## src/rtl/pressure_scan_ctrl_pkg.sv

```systemverilog
// Shared constants and the threshold test used by the pressure analyzers.
package pressure_scan_ctrl_pkg;

    localparam int PW = 5;
    localparam logic [PW-1:0] LO_MAX_DEF = 5'd7;
    localparam logic [PW-1:0] HI_MIN_DEF = 5'd23;

    // Returns 1 when the sample lies at or beyond either limit.
    function automatic logic in_range_warn(
        input logic [PW-1:0] data,
        input logic [PW-1:0] lo,
        input logic [PW-1:0] hi
    );
        return (data <= lo) || (data >= hi);
    endfunction

endpackage

```

## src/rtl/pressure_scan_ctrl_rr_arbiter.sv

```systemverilog
// Round-robin arbiter: first requester at or after ptr, wrapping at N-1.
module pressure_scan_ctrl_rr_arbiter #(
    parameter int N = 4,
    localparam int IW = $clog2(N)
) (
    input  logic [N-1:0]  req,
    input  logic [IW-1:0] ptr,
    input  logic          en,
    output logic [N-1:0]  gnt,
    output logic [IW-1:0] gnt_idx,
    output logic          any_gnt
);

    int idx;

    always_comb begin
        gnt_idx = '0;
        any_gnt = 1'b0;
        idx     = 0;
        if (en) begin
            // Walk offsets from farthest to nearest so the nearest requester wins.
            for (int k = N - 1; k >= 0; k--) begin
                idx = int'(ptr) + k;
                if (idx >= N) idx = idx - N;
                if (req[idx]) begin
                    gnt_idx = IW'(idx);
                    any_gnt = 1'b1;
                end
            end
        end
        gnt = any_gnt ? (N'(1) << gnt_idx) : '0;
    end

endmodule

```

## src/rtl/pressure_scan_ctrl.sv

```systemverilog
// Shares one threshold evaluator across N_CH sensors; tracks persistent warnings as sticky alarms.
module pressure_scan_ctrl
    import pressure_scan_ctrl_pkg::*;
#(
    parameter int N_CH    = 4,
    parameter int PERSIST = 3,
    parameter logic [PW-1:0] LO_MAX = LO_MAX_DEF,
    parameter logic [PW-1:0] HI_MIN = HI_MIN_DEF,
    localparam int CW = $clog2(N_CH)
) (
    input  logic               clk,
    input  logic               rst,
    input  logic               en,
    input  logic [N_CH-1:0]    ch_valid,
    input  logic [PW*N_CH-1:0] ch_data,
    output logic [N_CH-1:0]    ch_ready,
    input  logic [N_CH-1:0]    alarm_ack,
    output logic [N_CH-1:0]    alarm,
    output logic               any_alarm,
    output logic               out_valid,
    output logic [CW-1:0]      out_ch,
    output logic               out_warning
);

    localparam int CNTW = 4;

    logic [N_CH-1:0] gnt;
    logic [CW-1:0]   gnt_idx;
    logic            any_gnt;
    logic [CW-1:0]   ptr_reg;

    logic            s1_valid_reg;
    logic [PW-1:0]   s1_data_reg;
    logic [CW-1:0]   s1_ch_reg;
    logic            warn;

    logic            out_valid_reg;
    logic [CW-1:0]   out_ch_reg;
    logic            out_warning_reg;
    logic [N_CH-1:0] alarm_reg;
    logic [N_CH-1:0] alarm_next;
    logic            any_alarm_reg;

    // Grants are suppressed during reset so nothing is consumed that would be dropped.
    pressure_scan_ctrl_rr_arbiter #(.N(N_CH)) u_arb (
        .req     (ch_valid),
        .ptr     (ptr_reg),
        .en      (en & ~rst),
        .gnt     (gnt),
        .gnt_idx (gnt_idx),
        .any_gnt (any_gnt)
    );

    assign ch_ready = gnt;
    assign warn     = in_range_warn(s1_data_reg, LO_MAX, HI_MIN);

    genvar gi;
    generate
        for (gi = 0; gi < N_CH; gi++) begin : g_ch
            logic [CNTW-1:0] cnt_reg;
            logic [CNTW-1:0] cnt_next;
            logic            alarm_nx;
            logic            hit;

            assign hit = s1_valid_reg && (s1_ch_reg == CW'(gi));

            // A sample for this channel takes priority over a simultaneous ack.
            always_comb begin
                cnt_next = cnt_reg;
                alarm_nx = alarm_reg[gi];
                if (hit) begin
                    if (warn) begin
                        if (cnt_reg == CNTW'(PERSIST - 1)) alarm_nx = 1'b1;
                        if (cnt_reg < CNTW'(PERSIST)) cnt_next = cnt_reg + 1'b1;
                    end else begin
                        cnt_next = '0;
                    end
                end else if (alarm_ack[gi]) begin
                    alarm_nx = 1'b0;
                    cnt_next = '0;
                end
            end

            assign alarm_next[gi] = alarm_nx;

            always_ff @(posedge clk) begin
                if (rst) cnt_reg <= '0;
                else     cnt_reg <= cnt_next;
            end
        end
    endgenerate

    always_ff @(posedge clk) begin
        if (rst) begin
            ptr_reg         <= '0;
            s1_valid_reg    <= 1'b0;
            s1_data_reg     <= '0;
            s1_ch_reg       <= '0;
            out_valid_reg   <= 1'b0;
            out_ch_reg      <= '0;
            out_warning_reg <= 1'b0;
            alarm_reg       <= '0;
            any_alarm_reg   <= 1'b0;
        end else begin
            s1_valid_reg <= any_gnt;
            if (any_gnt) begin
                s1_data_reg <= ch_data[int'(gnt_idx)*PW +: PW];
                s1_ch_reg   <= gnt_idx;
                ptr_reg     <= (int'(gnt_idx) == N_CH - 1) ? '0 : gnt_idx + 1'b1;
            end
            out_valid_reg <= s1_valid_reg;
            if (s1_valid_reg) begin
                out_ch_reg      <= s1_ch_reg;
                out_warning_reg <= warn;
            end
            alarm_reg     <= alarm_next;
            any_alarm_reg <= |alarm_next;
        end
    end

    assign out_valid   = out_valid_reg;
    assign out_ch      = out_ch_reg;
    assign out_warning = out_warning_reg;
    assign alarm       = alarm_reg;
    assign any_alarm   = any_alarm_reg;

endmodule
```

## config.mk

```make
export PLATFORM = sky130hd
export DESIGN_NAME = pressure_scan_ctrl
export DESIGN_NICKNAME = d
export VERILOG_FILES = /design/src/rtl/pressure_scan_ctrl_pkg.sv /design/src/rtl/pressure_scan_ctrl_rr_arbiter.sv /design/src/rtl/pressure_scan_ctrl.sv
export SDC_FILE = /design/constraint.sdc
export NUM_CORES = 1
export LEC_CHECK = 0
export BUFFER_PORTS_ARGS = -buffer_cell sky130_fd_sc_hd__buf_2
export CAP_MARGIN = 10
export CORE_AREA = 4 4 83 85
export DETAILED_ROUTE_END_ITERATION = 12
export DIE_AREA = 0 0 87 89
export PLACE_DENSITY_LB_ADDON = 0.1
export SETUP_SLACK_MARGIN = 0.15
export SKIP_LAST_GASP = 1
export SYNTH_ARGS = -nofsm -noshare
export SYNTH_HDL_FRONTEND = slang
export SYNTH_HIERARCHICAL = 1
export SYNTH_SLANG_ARGS = --single-unit
```

## constraint.sdc

```tcl
create_clock -name clk -period 2.61 [get_ports clk]
set_input_delay 0.261 -clock clk [delete_from_list [all_inputs] [get_ports clk]]
set_output_delay 0.261 -clock clk [all_outputs]
set_load 0.1 [all_outputs]
```

==> metrics.cfg, run 1 <==
[yosys]
yosysMostFrequentCell = dfxtp_1
synth_area_per_cell_sq_um = 9.329
async_flop_share = 0
synthSimpleGateAreaFrac = 0.2476
synth_xor_area_frac = 0
yosysWarnings = 6
synth_compound_area_frac = 0.1444
synth_enable_flop_cells = 0
synth_cells = 195
synthAdderAreaFrac = 0.06190
yosys-top-cells-area = dfxtp_1 (39%), mux2i_1 (6.6%), ha_1 (6.2%)
synth_nets = 235
synth_cell_types = 36
yosysTopAreaCell = dfxtp_1
ys_seq_area_frac = 0.3851
ys.flop_type = dfxtp_1
syn-cell-area_sq_um = 1819
synth.top_cell.area_share = 0.3851
ys_ff_latch = 35
synthMuxAreaShare = 0.1279
synth_common_cells = dfxtp_1 (35), nor2_1 (25), a21oi_1 (12), mux2i_1 (12), nor2b_1 (10)
synth_top_family_by_area = simple AND/OR/NAND/NOR gates

[critical_path]
crit_fanout = 5
rr_endpoint = s1_data_reg[3]
reg2reg_depth = 8
critPathSlowestCell = buf_2
worstPathRequired_ns = 2.35
critPathArrivalTime_ns = 1.72
cp-start-kind = flip-flop
slowest_delay_ns = 0.44
r2r-start = ptr_reg[0]
end_kind = output pin
ff2ff_setup_slack_ns = 0.71
crit_chain = nor2b_1, nor2_1, a2bb2oi_2, nor3b_2, buf_2
crit_family = buffers and inverters
worst-path-buf-inv = 1
path_class = flip-flop to output pin

[final_layout]
largest_register_ffs = 16
final_util = 0.3608
final.fill_count = 632
ff_latch_area_sq_um = 700.7
area.growth.synth_to_final_pct = 23.04
drive_gt1_frac = 0.2769
n_antenna_cell = 0
nets = 281
finalNonFillerCells = 319
multi_input_area_sq_um = 1059

[global_route]
grt_pass1_wl_mm = 7.100
grt_usage = 0.1179
antenna_found_initial = 0
gr-total-overflow = 0
grt_max_degree = 32
grt_pass1_vias = 1542

[clocking]
clkLatencyLatePin_ns = 0.28
cts_tree = yes
clockRootBuffer = clkbuf_8
path_clk_slew_ns = 0.07
cts_buffer_depth = 2
cts_max_level = 2
cts_sinks = 35
cts_resized = 0
hold_buffers = 0
cts_inserted_buffers = 5
post-cts-setup-buffer-count = 0

[floorplanning]
rows = 29
design.core.area_sq_um = 6205
die_w_um = 87
die_area_sq_um = 7743
start_util = 0.2932
io_pins = 44
fp.dieH_um = 89

[timing]
fin_crit_ns = 1.978
finalWorstSetupSlack_ns = 0.6316
tns_ns = 0
setup_viol = 0
finalMaxSlewViolations = 0
rsz0062_at_grt = no
worstMarginPinSlew_ns = 0.6224
max_slew_margin = 0.5842
fin_crit_sh = 0.7580
finClkSkew_ns = 0.005353
hold_viol = 0
max_freq_ghz = 0.5055

[placement]
port_buffers = 43
routabilityCongestion = 0.7686
dp_hpwl_mm = 3.092
dp_cells = 311
dpl_worst_slack_ns = 0.5941

[outcome]
outcome = finished, final reports clean

[detailed_routing]
vias = 1518
dr.pass1.iters = 4
drt-total-wl_mm = 4.087
wire_per_inst_um = 12.81
drt-initial-drc-count = 64
vias_per_cell = 4.759
ant_nets = 0
drc = 0

[power_and_ir_drop]
power.density_nw_per_um2 = 502.7
peakVddDrop_mv = 0.1983
p_leak_nw = 0.9257

[hold_path]
min_to = alarm[2]
worst_hold_path_type = input port to flip-flop
hp-start = alarm_ack[2]
hold_depth = 4

[flow_run]
maxCapViolations = 0

==> worst max path at each step <==
stage                startpoint             end  slack (ns)  cells past startpoint
CTS                  ptr_reg[0]     ch_ready[3]        0.60                      5
global placement    ch_valid[2]  s1_data_reg[2]        0.65                      9
global route         ptr_reg[0]     ch_ready[3]        0.52                      5
floorplan            ptr_reg[0]     ch_ready[3]        0.41                      4
detailed placement  ch_valid[2]  s1_data_reg[3]        0.59                      9
finish               ptr_reg[0]     ch_ready[3]        0.63                      5
==> cells in the final DEF (no fill, tap or decap), types with 2 or more instances in the layout <==
master and n:
a31oi_1 2, and2_1 9, dfxtp_1 35, mux2i_1 12, nor2b_1 10, o21ai_0 8
a2bb2oi_1 3, nand3_1 2, nand2_1 9, a2111oi_0 4, clkbuf_8 7, ha_1 9
nor2_1 25, mux4_2 5, nor3b_2 2, nand3b_1 3, or3_1 9, buf_4 4
a21oi_1 12, nor3_1 5, buf_2 42, inv_1 6, a211o_1 3
==> tightest hold or removal path: cells and delay by family <==
| kind | cells | cell delay (ns) |
|---|---|---|
| compound gates | 1 | 0.06 |
| simple gates | 2 | 0.13 |
| buf+inv | 1 | 0.10 |
==> stage by stage <==
step	hold slack [ns]	power, mW	cell area (sq um)
after floorplan	0.4549	0.6627	1819
after global placement	0.4786	0.7141	2138
after detailed placement	0.4848	0.7133	2138
after CTS	0.2914	1.151	2238
after global routing	0.3212	1.186	2238
final	0.2998	1.125	2238
==> per-layer routing <==
layer  global-route usage  part of all wire  vias to the layer above
li1                     -                 -                      784
met1               0.1500              0.47                      680
met2               0.1856              0.43                       49
met3              0.04055             0.078                        5
met4              0.04249             0.015                        0
met5                    0                 0                        -
==> power by group <==
group	total (mW)	switching, mW	internal [mW]
registers	0.554	0.0108	0.543
clock network	0.426	0.185	0.241
logic	0.145	0.0827	0.0628
==> layout make-up <==
type / count / share of cell area
clock buffer: 8 / 0.04472
inverter: 6 / 0.01006
multi-input combinational: 146 / 0.4729
sequential: 35 / 0.3130
tap: 77 / 0.04304
timing repair buffer: 47 / 0.1163
==> cell families after synthesis <==
group | Yosys count
AND/OR/NAND/NOR | 82
AO/OA/AOI/OAI | 38
flip-flops | 35
multiplexers | 17
buffers and inverters | 14
adder cells (fa/ha/maj) | 9
Power figures use the tool's default switching activity.
==> inputs of run 2 (changes only) <==
- clock period: 2.61 -> 1.89 ns (I/O delays scaled with it)
==> metrics.cfg, run 2 (synthesis gave the netlist of run 1 again) <==
[outcome]
outcome = finished, final reports clean

[timing]
hold_viol = 0  ; unchanged
setup_viol = 0  ; unchanged
max_freq_ghz = 0.5490
worstMarginPinSlew_ns = 0.5117  ; -0.1107 ns
fin_crit_sh = 0.9638
finalWorstSetupSlack_ns = 0.06843  ; -0.5632 ns
max_slew_margin = 0.6501  ; +0.06583
finClkSkew_ns = 0.006243  ; +0.0008903 ns
tns_ns = 0  ; unchanged
finalMaxSlewViolations = 0  ; unchanged
fin_crit_ns = 1.822
rsz0062_at_grt = yes

[clocking]
cts_tree = yes
path_clk_slew_ns = 0.07  ; about the same
cts_sinks = 35  ; unchanged
hold_buffers = 0  ; unchanged
clkLatencyLatePin_ns = 0.28  ; about the same
clockRootBuffer = clkbuf_8
cts_buffer_depth = 2  ; unchanged
cts_max_level = 2  ; unchanged
cts_inserted_buffers = 5  ; unchanged

[final_layout]
n_antenna_cell = 0  ; unchanged
largest_register_ffs = 16  ; unchanged
fin_area_sq_um = 2426  ; +8.4%
area.growth.synth_to_final_pct = 33.36
nets = 291  ; +3.6%
mostFrequentLayoutCell = buf_2
final_util = 0.3910  ; +0.03025
mostFrequentLayoutCells = buf_2 (39), dfxtp_1 (31), nor2_1 (24)
drive_gt1_frac = 0.3413  ; +0.06441

[detailed_routing]
dr.pass1.iters = 5  ; +1
drt-total-wl_mm = 4.130  ; +1.1%
drt-initial-drc-count = 65  ; +1.6%
vias = 1510  ; -0.53%
ant_nets = 0  ; unchanged
drc = 0  ; unchanged
wire_per_inst_um = 12.55  ; -2.0%
vias_per_cell = 4.590  ; -3.6%

[floorplanning]
rows = 29  ; unchanged
fp.dieH_um = 89  ; unchanged
die_w_um = 87  ; unchanged
io_pins = 44  ; unchanged
die_area_sq_um = 7743  ; unchanged
start_util = 0.2932  ; unchanged
design.core.area_sq_um = 6205  ; unchanged

[critical_path]
critPathArrivalTime_ns = 1.63  ; -0.09 ns
cp-start-kind = flip-flop
crit_fanout = 5  ; unchanged
end_kind = output pin
worstPathRequired_ns = 1.70  ; -0.65 ns
path_class = flip-flop to output pin

[global_route]
grt_pass1_wl_mm = 7.141  ; +0.58%
antenna_found_initial = 0  ; unchanged
gr-total-overflow = 0  ; unchanged
grt_usage = 0.1182  ; +0.0003075
grt_max_degree = 32  ; unchanged
grt_pass1_vias = 1555  ; +0.84%

[placement]
routabilityCongestion = 0.7483  ; -2.6%
dp_hpwl_mm = 3.159  ; +2.2%
place_area_sq_um = 2287  ; +7.0%
dpl_worst_slack_ns = -0.02333  ; -0.6174 ns
port_buffers = 43  ; unchanged

[power_and_ir_drop]
peakVddDrop_mv = 0.3535  ; +78%
clockPowerShare = 0.408  ; +0.029
p_comb_frac = 0.143  ; +0.014
p_leak_nw = 1.013  ; +9.4%
internal-power_mw = 1.287  ; +52%
seqPwrFrac = 0.449  ; -0.043
sw_frac_of_total = 0.2398  ; -0.007953
p_sw_uw = 405.9  ; +46%
power.density_nw_per_um2 = 697.8  ; +39%

[flow_run]
maxCapViolations = 0  ; unchanged

[hold_path]
worst_hold_path_type = input port to flip-flop

## run 2: cell count changes in the layout (fill, tap and decap cells not counted), moves of 3 or more
| cell | delta |
|---|---|
| buf_12 | +3 |
| buf_2 | -3 |
| buf_4 | +9 |
| dfxtp_1 | -4 |
| dfxtp_2 | +3 |
## run 2: per-stage QoR
stage | std cells | power (mW) | hold WS (ns)
after global routing | 329 | 1.764 | 0.2967
final | 329 | 1.693 | 0.2488
after global placement | 321 | 1.019 | 0.4739
after CTS | 329 | 1.719 | 0.2397
after detailed placement | 321 | 1.017 | 0.4809
after floorplan | 195 | 0.9262 | 0.3833
## run 2: area by class of cell
type | instances | area [sq um]
multi-input cells | 146 | 1097
fillers | 626 | 3779
flip-flops and latches | 35 | 708.2
clock inverters | 2 | 35.03
well taps | 77 | 96.34
clock buffers | 6 | 82.58
repair buffers | 57 | 384.1
inverters | 6 | 22.52
## run 2: power groups by stage
stage          Sequential [mW]  Clock, mW  Combinational, mW
6_report                 0.759      0.691              0.242
3_5_place_dp             0.776          0              0.241
2_1_floorplan            0.787          0              0.139
3_3_place_gp             0.777          0              0.242
5_1_grt                  0.760      0.739              0.264
4_1_cts                  0.760      0.716              0.244
## run 2: worst paths after layout
check,start,endpoint,slack [ns],cells after the start
setup / recovery,ptr_reg[0],ch_ready[3],0.07,5
hold / removal,alarm_ack[3],alarm[3],0.25,4
setup reg to reg,ptr_reg[0],s1_data_reg[4],0.08,8
hold reg to reg,g_ch[2].cnt_reg[2],g_ch[2].cnt_reg[2],0.50,1
## run 2: worst max-delay path, stage by stage (launching register included)
cell	delay (ns)
dfxtp_4	0.36
nor2b_2	0.17
nor2_1	0.07
a2bb2oi_2	0.25
nor3b_4	0.29
buf_12	0.20
## run 2: repair_timing
item,4_1_cts,5_1_grt
pin swaps,0,1
buffers inserted,0,0
endpoints found under the setup margin,11,13
resized for setup,5,4
## run 2: routing by layer
layer / vias to the layer above / routed length, um / part of all wire / global-route usage
li1: 808 / - / - / -
met1: 653 / 2073 / 0.50 / 0.1544
met2: 43 / 1654 / 0.40 / 0.1787
met3: 6 / 352 / 0.085 / 0.04424
met4: 0 / 49 / 0.012 / 0.04249
met5: - / 0 / 0 / 0
==> inputs of run 3 (changes only) <==
- BUFFER_PORTS_ARGS: -buffer_cell sky130_fd_sc_hd__buf_2 -> unset
- DONT_BUFFER_PORTS: unset -> 1
- REMOVE_ABC_BUFFERS: unset -> 1
==> metrics.cfg, run 3 (synthesis gave the netlist of run 1 again) <==
[clocking]
hold_buffers = 5  ; +5
clockRootBuffer = clkbuf_8
cts_sinks = 35  ; unchanged
cts_inserted_buffers = 5  ; unchanged
cts_buffer_depth = 2  ; unchanged
cts_tree = yes
clkLatencyLatePin_ns = 0.28  ; about the same
cts_max_level = 2  ; unchanged
path_clk_slew_ns = 0.07  ; about the same

[detailed_routing]
wire_per_inst_um = 14.33  ; +14%
drc = 0  ; unchanged
drt-total-wl_mm = 4.327  ; +4.8%
vias = 1485  ; -1.7%
vias_per_cell = 4.917  ; +7.1%
dr.pass1.iters = 3  ; -2
ant_nets = 0  ; unchanged
drt-initial-drc-count = 36  ; -45%

[timing]
finalWorstSetupSlack_ns = 0.005097  ; -0.06333 ns
finClkSkew_ns = 0.004812  ; -0.001431 ns
hold_slack_ns = -0.03461  ; -0.2834 ns
worstMarginPinSlew_ns = 0.5020  ; -0.009720 ns
max_slew_margin = 0.6567  ; +0.006648
fin_crit_ns = 1.885  ; +0.06333 ns
fin_crit_sh = 0.9973  ; +0.03351
hold_viol = 22  ; +22
tns_ns = 0  ; unchanged
setup_viol = 0  ; unchanged
max_freq_ghz = 0.5305  ; -3.4%
finalMaxSlewViolations = 0  ; unchanged
rsz0062_at_grt = yes

[critical_path]
crit_chain = nor2b_4, nor3b_4, o22ai_4, nor2_1, buf_4, mux4_2, mux2i_1, nor2_1
crit_fanout = 6  ; +1
crit_start = ptr_reg[0]
endpoint = s1_data_reg[2]
critPathSlowestCell = mux4_2
path_class = flip-flop to flip-flop
ff2ff_setup_slack_ns = 0.005  ; -0.07 ns
cp.depth = 8  ; +3
worst-path-buf-inv = 1  ; unchanged
slowest_delay_ns = 0.50  ; +0.14 ns
critPathArrivalTime_ns = 2.06  ; +0.43 ns
end_kind = flip-flop
worstPathRequired_ns = 2.07  ; +0.37 ns
rr_endpoint = s1_data_reg[2]
reg2reg_depth = 8  ; unchanged
cp-start-kind = flip-flop
r2r-start = ptr_reg[0]
crit_top_cell = nor2_1
crit_family = multiplexers

[final_layout]
mostFrequentLayoutCells = dfxtp_1 (31), nor2_1 (23), buf_4 (18)
area.growth.synth_to_final_pct = 31.57
drive_gt1_frac = 0.2578  ; -0.08349
finalNonFillerCells = 302  ; -8.2%
mostFrequentLayoutCell = dfxtp_1
n_antenna_cell = 0  ; unchanged
nets = 264  ; -9.3%
largest_register_ffs = 16  ; unchanged

[power_and_ir_drop]
p_leak_nw = 0.9288  ; -8.3%
p_sw_uw = 387.2  ; -4.6%
sw_frac_of_total = 0.2456  ; +0.005815
power.density_nw_per_um2 = 658.7  ; -5.6%
seqPwrFrac = 0.482  ; +0.033
internal-power_mw = 1.189  ; -7.6%
p_comb_frac = 0.143  ; about the same
clockPowerShare = 0.375  ; -0.033
peakVddDrop_mv = 0.2910  ; -18%

[placement]
dp_hpwl_mm = 3.217  ; +1.9%
dp_cells = 284  ; -12%
dpl_worst_slack_ns = -0.06297  ; -0.03964 ns
routabilityCongestion = 0.7223  ; -3.5%
port_buffers = 0  ; -100%

[floorplanning]
fp.dieH_um = 89  ; unchanged
rows = 29  ; unchanged
die_w_um = 87  ; unchanged
die_area_sq_um = 7743  ; unchanged
start_util = 0.2932  ; unchanged
io_pins = 44  ; unchanged
design.core.area_sq_um = 6205  ; unchanged

[outcome]
outcome = finished with violations
violations = negative hold slack

[global_route]
grt_pass1_vias = 1607  ; +3.3%
grt_pass1_wl_mm = 7.107  ; -0.48%
grt_usage = 0.1168  ; -0.001409
gr-total-overflow = 0  ; unchanged
antenna_found_initial = 0  ; unchanged
grt_max_degree = 33  ; +3.1%

[hold_path]
worst_hold_path_type = input port to flip-flop

[flow_run]
maxCapViolations = 0  ; unchanged

==> run 3: changes by cell type in the layout (fill, tap and decap cells not counted), sizes merged <==
cell,before,now
buf,57,25
bufinv,1,0
clkbuf,6,8
clkinv,1,0
dlygate4sd3,0,5
==> run 3: final cells by class <==
cell class,count,area [sq um]
multi-input cells,146,1159
fillers,617,3811
inverters,6,22.52
repair buffers,30,307.8
flip-flops and latches,35,708.2
well taps,77,96.34
clock buffers,8,100.1
==> run 3: power by group through the flow <==
stage	Combinational [mW]	Sequential [mW]	Clock, mW
2_1_floorplan	0.113	0.790	0
3_3_place_gp	0.175	0.774	0
3_5_place_dp	0.179	0.775	0
4_1_cts	0.205	0.759	0.615
5_1_grt	0.240	0.761	0.646
6_report	0.225	0.760	0.592
==> run 3: metrics by stage <==
stage | power (mW) | utilization | area (sq um)
2_1_floorplan | 0.9036 | - | 1782
3_3_place_gp | 0.9499 | 0.3349 | 2078
3_5_place_dp | 0.9537 | 0.3349 | 2078
4_1_cts | 1.579 | 0.3712 | 2303
5_1_grt | 1.646 | 0.3858 | 2394
6_report | 1.577 | 0.3858 | 2394
==> run 3: what timing repair did <==
| action | 4_1_cts | 5_1_grt |
|---|---|---|
| setup buffers | 3 | 2 |
| resized for setup | 9 | 21 |
| pin swaps | 5 | 11 |
| hold endpoints to repair | 27 | 22 |
| setup endpoints to repair | 11 | 19 |
==> run 3: worst min-delay path by stage <==
stage | slack, ns | from | depth (start not counted) | end
5_1_grt | -0.05 | rst | 1 | ptr_reg[1]
4_1_cts | -0.04 | rst | 1 | g_ch[1].cnt_reg[0]
3_5_place_dp | 0.27 | rst | 1 | g_ch[1].cnt_reg[0]
3_3_place_gp | 0.27 | rst | 1 | g_ch[2].cnt_reg[1]
2_1_floorplan | 0.26 | rst | 1 | g_ch[0].cnt_reg[0]
6_report | -0.03 | rst | 1 | s1_data_reg[2]
==> run 3: layer usage <==
layer	global-route usage	up-vias	routed length (um)
li1	-	754	-
met3	0.04885	4	332
met2	0.2105	42	2030
met4	0.04391	0	49
met1	0.1209	685	1914
met5	0	-	0
